File: src/rtl/conv_zero_ctrl_if.sv
// Beat handshake, datapath strobe and output-flag bundle between the zero/ReLU
// sequencer (slave) and its surrounding upstream/downstream logic (master).
interface conv_zero_ctrl_if;
    logic       s_valid;
    logic       s_ready;
    logic       dp_valid;
    logic [7:0] dp_zero;
    logic       credit_ret;
    logic       m_valid;
    logic       m_last_row;
    logic       m_last;

    modport master (
        output s_valid, credit_ret,
        input  s_ready, dp_valid, dp_zero, m_valid, m_last_row, m_last
    );

    modport slave (
        input  s_valid, credit_ret,
        output s_ready, dp_valid, dp_zero, m_valid, m_last_row, m_last
    );
endinterface

File: src/rtl/conv_zero_ctrl.sv
// Credit-gated sequencer for the zero-point-add + ReLU stage: admits beats, holds
// the layer zero point and regenerates output-aligned valid/row/frame flags.
module conv_zero_ctrl #(
    parameter int PIPE_LAT     = 2,
    parameter int CREDIT_DEPTH = 16,
    parameter int WIDTH_CNT    = 12
) (
    input  logic                 clk,
    input  logic                 rst,
    input  logic                 start,
    input  logic [7:0]           zero_point_in,
    input  logic [WIDTH_CNT-1:0] col_num,
    input  logic [WIDTH_CNT-1:0] row_num,
    conv_zero_ctrl_if.slave      bus,
    output logic                 busy,
    output logic                 done,
    output logic                 credit_err
);

    localparam int CW = $clog2(CREDIT_DEPTH + 1);

    typedef enum logic [1:0] {IDLE, RUN, FLUSH, DONE} state_t;

    state_t               state_q, state_d;
    logic [WIDTH_CNT-1:0] col_q, row_q, cols_q, rows_q;
    logic [7:0]           zp_q;
    logic [CW-1:0]        credits_q;
    logic                 err_q;
    logic [PIPE_LAT-1:0]  vld_p, row_end_p, frame_end_p;
    logic [PIPE_LAT-1:0]  vld_shift;

    logic have_credit, credits_full, accept, col_last, row_last;
    logic row_end, frame_end, drained, start_ok;

    assign have_credit  = (credits_q != '0);
    assign credits_full = (credits_q == CW'(CREDIT_DEPTH));
    assign accept       = (state_q == RUN) && bus.s_valid && have_credit;
    assign col_last     = (col_q == cols_q - WIDTH_CNT'(1));
    assign row_last     = (row_q == rows_q - WIDTH_CNT'(1));
    assign row_end      = accept && col_last;
    assign frame_end    = row_end && row_last;
    assign start_ok     = (state_q == IDLE) && start;

    // In FLUSH nothing new enters, so the line is empty after this edge once
    // only the output stage (or nothing) still holds a valid beat.
    assign vld_shift = vld_p << 1;
    assign drained   = (vld_shift == '0);

    always_comb begin
        state_d = state_q;
        case (state_q)
            IDLE: begin
                if (start) begin
                    if (col_num == '0 || row_num == '0) state_d = DONE;
                    else                                state_d = RUN;
                end
            end
            RUN:     if (frame_end) state_d = FLUSH;
            FLUSH:   if (drained)   state_d = DONE;
            DONE:    state_d = IDLE;
            default: state_d = IDLE;
        endcase
    end

    assign bus.s_ready    = (state_q == RUN) && have_credit;
    assign bus.dp_valid   = accept;
    assign bus.dp_zero    = zp_q;
    assign bus.m_valid    = vld_p[PIPE_LAT-1];
    assign bus.m_last_row = row_end_p[PIPE_LAT-1];
    assign bus.m_last     = frame_end_p[PIPE_LAT-1];
    assign busy           = (state_q != IDLE);
    assign done           = (state_q == DONE);
    assign credit_err     = err_q;

    always_ff @(posedge clk) begin
        if (rst) state_q <= IDLE;
        else     state_q <= state_d;
    end

    always_ff @(posedge clk) begin
        if (rst) begin
            col_q  <= '0;
            row_q  <= '0;
            cols_q <= '0;
            rows_q <= '0;
            zp_q   <= '0;
        end else if (start_ok) begin
            col_q  <= '0;
            row_q  <= '0;
            cols_q <= col_num;
            rows_q <= row_num;
            zp_q   <= zero_point_in;
        end else if (accept) begin
            if (col_last) begin
                col_q <= '0;
                row_q <= row_q + WIDTH_CNT'(1);
            end else begin
                col_q <= col_q + WIDTH_CNT'(1);
            end
        end
    end

    // Credits mirror free slots in the downstream FIFO and survive across layers.
    always_ff @(posedge clk) begin
        if (rst) begin
            credits_q <= CW'(CREDIT_DEPTH);
            err_q     <= 1'b0;
        end else begin
            case ({accept, bus.credit_ret})
                2'b10: credits_q <= credits_q - CW'(1);
                2'b01: begin
                    if (credits_full) err_q     <= 1'b1;
                    else              credits_q <= credits_q + CW'(1);
                end
                default: credits_q <= credits_q;
            endcase
        end
    end

    // Output-alignment delay lines, PIPE_LAT deep
    always_ff @(posedge clk) begin
        if (rst) begin
            vld_p       <= '0;
            row_end_p   <= '0;
            frame_end_p <= '0;
        end else begin
            for (int i = PIPE_LAT - 1; i > 0; i--) begin
                vld_p[i]       <= vld_p[i-1];
                row_end_p[i]   <= row_end_p[i-1];
                frame_end_p[i] <= frame_end_p[i-1];
            end
            vld_p[0]       <= accept;
            row_end_p[0]   <= row_end;
            frame_end_p[0] <= frame_end;
        end
    end

endmodule
File: src/flat_wrapper.sv
// flat-port wrapper written by rule: the top's interface ports become plain ports
module conv_zero_ctrl_flat 
#(
    parameter int PIPE_LAT     = 2,
    parameter int CREDIT_DEPTH = 16,
    parameter int WIDTH_CNT    = 12
)
  (clk, rst, start, zero_point_in, col_num, row_num, busy, done, credit_err, bus_s_valid, bus_credit_ret, bus_s_ready, bus_dp_valid, bus_dp_zero, bus_m_valid, bus_m_last_row, bus_m_last);
  conv_zero_ctrl_if bus_i ();
  input  logic clk;
  input  logic rst;
  input  logic start;
  input  logic [7:0] zero_point_in;
  input  logic [WIDTH_CNT-1:0] col_num;
  input  logic [WIDTH_CNT-1:0] row_num;
  output logic busy;
  output logic done;
  output logic credit_err;
  input wire logic [$bits(bus_i.s_valid)-1:0] bus_s_valid;
  input wire logic [$bits(bus_i.credit_ret)-1:0] bus_credit_ret;
  output wire logic [$bits(bus_i.s_ready)-1:0] bus_s_ready;
  output wire logic [$bits(bus_i.dp_valid)-1:0] bus_dp_valid;
  output wire logic [$bits(bus_i.dp_zero)-1:0] bus_dp_zero;
  output wire logic [$bits(bus_i.m_valid)-1:0] bus_m_valid;
  output wire logic [$bits(bus_i.m_last_row)-1:0] bus_m_last_row;
  output wire logic [$bits(bus_i.m_last)-1:0] bus_m_last;
  assign bus_i.s_valid = bus_s_valid;
  assign bus_i.credit_ret = bus_credit_ret;
  assign bus_s_ready = bus_i.s_ready;
  assign bus_dp_valid = bus_i.dp_valid;
  assign bus_dp_zero = bus_i.dp_zero;
  assign bus_m_valid = bus_i.m_valid;
  assign bus_m_last_row = bus_i.m_last_row;
  assign bus_m_last = bus_i.m_last;
  conv_zero_ctrl #(.PIPE_LAT(PIPE_LAT), .CREDIT_DEPTH(CREDIT_DEPTH), .WIDTH_CNT(WIDTH_CNT)) u_core (.clk(clk), .rst(rst), .start(start), .zero_point_in(zero_point_in), .col_num(col_num), .row_num(row_num), .bus(bus_i), .busy(busy), .done(done), .credit_err(credit_err));
endmodule
File: config.mk
export PLATFORM = sky130hd
export DESIGN_NAME = conv_zero_ctrl_flat
export DESIGN_NICKNAME = d
export VERILOG_FILES = /design/src/rtl/conv_zero_ctrl_if.sv /design/src/rtl/conv_zero_ctrl.sv /design/src/flat_wrapper.sv
export SDC_FILE = /design/constraint.sdc
export NUM_CORES = 1
export LEC_CHECK = 0
export ABC_AREA = 1
export ABC_CLOCK_PERIOD_IN_PS = 4200
export BUFFER_PORTS_ARGS = -buffer_cell sky130_fd_sc_hd__buf_2
export CAP_MARGIN = 0
export CORE_MARGIN = 2
export CORE_UTILIZATION = 52
export DETAILED_ROUTE_END_ITERATION = 16
export PLACE_DENSITY = 0.78
export SYNTH_ARGS = -nofsm -noshare
export SYNTH_HDL_FRONTEND = slang
export SYNTH_SLANG_ARGS = --single-unit
File: constraint.sdc
create_clock -name clk -period 4.2 [get_ports clk]
set_input_delay 1.05 -clock clk [delete_from_list [all_inputs] [get_ports clk]]
set_output_delay 1.05 -clock clk [all_outputs]
set_load 0.05 [all_outputs]
Yosys cells after proc, flatten, opt, wreduce, memory -nomap -nowiden
Cells that the tools add are included.

Add/sub/neg operators: 6. Equality and inequality tests: 12. Mux-type cells: 8. Reduce and logical (&&, ||, !) cells: 19.

Operator list (count): $add A12 B1 Y12 const B (2); $eq A12 B12 Y1 (2); $logic_not A12 Y1 (2); $sub A12 B1 Y12 const B (2); $mux W12 (1); $pmux W5 S2 (1); $mux W2 (4); $pmux W2 S4 (1); $eq A2 B2 Y1 const B (3); $logic_and A1 B1 Y1 (6); $reduce_and A2 Y1 (3); $add A5 B1 Y5 const B (1); $eq A5 B5 Y1 const B (1); $mux W5 (1); $reduce_bool A5 Y1 (1); $sub A5 B1 Y5 const B (1); $eq A2 B1 Y1 const B (2); $logic_not A2 Y1 (2); $ne A2 B1 Y1 const B (2); $ne A2 B2 Y1 const B (2); $reduce_bool A2 Y1 (2); $reduce_and A3 Y1 (1); $reduce_or A2 Y1 (1); $logic_or A1 B1 Y1 (1).

Register bits: 70. Input bits: 37. Output and inout port bits: 16. Logic and storage cells: 56.

Depth between registers and ports, before layout
Depth after elaboration: 7. Depth in mapped cells: 17. Mapped depth without buffers: 16.

Worst setup path before layout
No wires, ideal clock.

Path type: input -> output. Start: input bus_s_valid. End: output bus_dp_valid. Arrival time: 2.089 ns. Data required time: 3.150 ns. Path slack: 1.061 ns. Stages: 6. Path buffers: 2. Path through: nand2_1 -> inv_1 -> nand2_2 -> inv_2 -> buf_6 -> clkbuf_1.

Word-level cells in the longest chain between the ends: 2.

RTL lines: start: declaration (RTL line flat_wrapper.sv:19) `input wire logic [$bits(bus_i.s_valid)-1:0] bus_s_valid;`; $logic_and A1 B1 Y1 (2 in series) (RTL line conv_zero_ctrl.sv:37) `assign accept = (state_q == RUN) && bus.s_valid && have_credit;`; end: declaration (RTL line flat_wrapper.sv:22) `output wire logic [$bits(bus_i.dp_valid)-1:0] bus_dp_valid;`.

Every way passes these cells.

Worst setup path after layout
Same ends and word-level chain as after synthesis.

==> results.md <==
- Outcome: complete, no violations
- Critical R2R Capture: u_core.credits_q[4]$_SDFFE_PP1P_
- Met3 routed WL: 539 um
- Slowest library cell on the worst path: sky130_fd_sc_hd__inv_2
- Diodes inserted: 0
- Wire length on met2: 4640 um
- Sink of the worst hold path: u_core.row_end_p[1]$_SDFF_PP0_
- Post-placement worst setup slack: 1090 ps
- Total global-route track usage: 23.8%
- List of cells traversed by the critical path: buf_2 -> nand2_1 -> inv_1 -> nand2_2 -> inv_2 -> buf_2
- Worst reg-to-reg path cell count: 13
- DPL Wire Length: 7720 um
- Commonest cells after routing, fill and taps aside: sky130_fd_sc_hd__nand2_1, sky130_fd_sc_hd__nor2_1, sky130_fd_sc_hd__dfxtp_1, sky130_fd_sc_hd__inv_1, sky130_fd_sc_hd__buf_2
- Element type at the critical path end: output port
- Post-cts hold buffer count: 0
- Power density over the cells: 635 nW/um^2
- Crit Reg-Reg Startpoint: u_core.credits_q[0]$_SDFFE_PP0P_
- Cell area after synthesis: 4280 um^2
- Critical path required time: 3150 ps
- Number of remaining DRC errors: 0
- Number of buffers inserted to repair setup after CTS: 0
- Count of warnings emitted by yosys: 0
- Slew Limit Fails: 0
- Startpoint of the most critical hold path: u_core.row_end_p[0]$_SDFF_PP0_
- Setup crit start kind: primary input
- Flip-flop and latch count after synthesis: 70
- Std-Cell Rows: 33
- Layout cells sized above 1: 17.5%
- Arrival time at the worst endpoint: 2060 ps
- H-Tree Depth: 3
- Post-route minimum period: 3110 ps
- Clock root cell: sky130_fd_sc_hd__clkbuf_8
- Leakage power: 0.00205 uW
- CTS sink count: 70
- Number of buffers inserted during clock tree synthesis: 9
- Number of setup violations in the final report: 0
- Fin. Hold Viols: 0
- First-pass iteration count of the detailed router: 6
- Sequential element share of the synthesized area: 32.7%
- EDFF count, synth: 0
- Gpl congestion: 0.915
- Starting density of the core: 52.9%
- Worst slew margin relative to its limit: 41.2%
- Post-synthesis net count: 659
- Width of the die: 94.7 um
- Ranking of synthesized cells by area: sky130_fd_sc_hd__dfxtp_1, sky130_fd_sc_hd__nand2_1, sky130_fd_sc_hd__nor2_1
- Routed length on met1: 4560 um
- CP peak stage delay: 360 ps
- Total chip power: 3050 uW
- Number of top-level pins: 53
- Combinational share of power: 52.6%
- Fraction of power spent switching nets: 47.4%
- Average detailed-routed wire length per instance: 12.8 um
- Worst path most repeated cell: sky130_fd_sc_hd__buf_2
- Dominant synthesized flop cell: sky130_fd_sc_hd__dfxtp_1
- Fin util: 59.2%
- Minimum setup slack among reg-to-reg paths: 1470 ps
- Cells after synthesis: 609
- Final Net Count: 709
- Worst vdd ir: 0.415 mV
- Minimum setup slack in the final design: 1090 ps
- Clock skew after layout: 7.24 ps
- Achievable frequency: 0.322 GHz
- Post-cts gate resize count: 0
- Total Neg Setup Slack: 0 ps
- Worst Hold Class: register to register
- Detail-routed via count per cell: 5.30
- Cell taking the most area after synthesis: sky130_fd_sc_hd__dfxtp_1
- Clock-pin slew on the worst setup and hold paths: 70 ps
- Setup repair after global routing missed its margin: no
- Area of the core: 8090 um^2
- First-iteration detailed-routing DRC count: 223
- Number of cells on the worst hold path: 2
- Die Footprint: 8970 um^2
- Share of the clock period used by the worst path after layout: 74.0%
- Maximum buffer depth of the clock tree: 2
- Unique masters post-synth: 40
- Final global-route overflow total: 0
- Number of global-route vias before repair: 3780
- Pin count of the biggest net entering global routing: 54
- Highest net fanout along the worst path: 21
- Number of buffers inserted by port buffering: 52
- Proportion of synthesized flip-flops having asynchronous set or reset: 0%
- Critical setup path kind: primary input to output port
- Internal portion of total power: 1600 uW
- Number of max-cap violations: 0
- Syn_area_per_cell: 7.03 um^2
- Top layer used by detailed routing: met4
- Antenna violations before repair: 0
- Area overhead of the layout relative to synthesis: 12.0%
- First-pass GRT wire length: 17100 um
- Flop pwr share: 30.5%
- Yosys top cell area share: 32.7%
- Clock tree from TritonCTS: done
- Worst-Margin Slew: 881 ps
- Routed wire length: 9860 um
- Clock insertion delay at the later pin of the skew report: 340 ps
- Vias: 4076
- Height of the chip: 94.7 um
- Number of nets with antenna violations after routing: 0
- Switching power total: 1440 uW
- Commonest non-fill, non-tap cell in the layout: sky130_fd_sc_hd__nand2_1
- Clk network pwr share: 16.9%
==> state kept, by name, summed over array words and instances (netlist names) <==
| signal | flops |
|---|---|
| u_core.credit_err | 1 |
| u_core.bus.dp_zero | 8 |
| u_core.credits_q | 5 |
| u_core.frame_end_p | 2 |
| u_core.row_end_p | 2 |
| u_core.col_q | 12 |
| u_core.vld_p | 2 |
| u_core.cols_q | 12 |
| u_core.row_q | 12 |
| u_core.state_q | 2 |
| u_core.rows_q | 12 |
==> critical path, delay by kind of cell <==
kind | cells | cell delay, ps
buf+inv | 4 | 850
simple gates | 2 | 150
==> Yosys cell counts, types with 2 or more instances <==
library cell / n
sky130_fd_sc_hd__nand2_4: 2
sky130_fd_sc_hd__or2_2: 3
sky130_fd_sc_hd__o21ai_0: 47
sky130_fd_sc_hd__nand4_1: 8
sky130_fd_sc_hd__o211ai_1: 2
sky130_fd_sc_hd__nor2_4: 9
sky130_fd_sc_hd__nand2_2: 12
sky130_fd_sc_hd__xor2_1: 20
sky130_fd_sc_hd__buf_6: 2
sky130_fd_sc_hd__nand2_1: 111
sky130_fd_sc_hd__xnor2_1: 14
sky130_fd_sc_hd__nand3_2: 5
sky130_fd_sc_hd__nor2_2: 5
sky130_fd_sc_hd__dfxtp_1: 70
sky130_fd_sc_hd__o21ai_1: 3
sky130_fd_sc_hd__xnor2_2: 2
sky130_fd_sc_hd__nand3b_1: 6
sky130_fd_sc_hd__nor4_1: 7
sky130_fd_sc_hd__a21oi_1: 47
sky130_fd_sc_hd__nor3_1: 12
sky130_fd_sc_hd__inv_2: 3
sky130_fd_sc_hd__inv_1: 63
sky130_fd_sc_hd__ha_1: 12
sky130_fd_sc_hd__clkbuf_1: 12
sky130_fd_sc_hd__nor2_1: 77
sky130_fd_sc_hd__nor3b_1: 2
sky130_fd_sc_hd__nand3_1: 40
==> routing by layer <==
metal / GRT usage [%] / vias to the layer above
met5: 0 / -
li1: - / 2085
met2: 38.3 / 115
met1: 32.4 / 1866
met4: 8.57 / 0
met3: 3.43 / 10
==> cell families (layout without fill, tap and decap cells) <==
kind of cell	after synthesis	after routing	synth area share, %
buf+inv	81	136	7.45
flops	70	70	32.7
xor+xnor	37	37	8.10
compound gates	102	102	12.2
simple gates	306	306	35.5
fa+ha+maj	13	13	3.98
==> worst max-delay path by stage <==
stage | endpoint | slack, ps | depth (start not counted) | from
after detailed placement | u_core.row_q[7]$_SDFFE_PP0P_ | 1090 | 7 | start
after CTS | bus_dp_valid | 1090 | 6 | bus_s_valid
after global routing | bus_dp_valid | 1030 | 6 | bus_s_valid
after floorplan | bus_dp_valid | 1060 | 6 | bus_s_valid
after global placement | bus_dp_valid | 1110 | 6 | bus_s_valid
final | bus_dp_valid | 1090 | 6 | bus_s_valid
==> power groups by stage <==
stage	registers, uW	clock network, uW	logic, uW
detailed placement	943	0	1580
global placement	938	0	1540
CTS	928	523	1590
global route	948	549	1800
finish	928	516	1600
floorplan	1000	0	1230
==> cell type report <==
class	count	area [um^2]
Multi-Input combinational cell	458	2560
Tap cell	105	131
Sequential cell	70	1400
Inverter	67	251
Clock inverter	5	50.0
Timing Repair Buffer	53	268
Fill cell	777	3300
Clock buffer	11	131
==> stage by stage <==
| stage | std cells | instance area, um^2 | hold slack [ps] |
|---|---|---|---|
| after floorplan | 609 | 4280 | 388 |
| after global placement | 753 | 4610 | 393 |
| final | 769 | 4790 | 402 |
| after global routing | 769 | 4790 | 422 |
| after detailed placement | 753 | 4610 | 395 |
| after CTS | 769 | 4790 | 404 |
(Power assumes the default switching activity.)
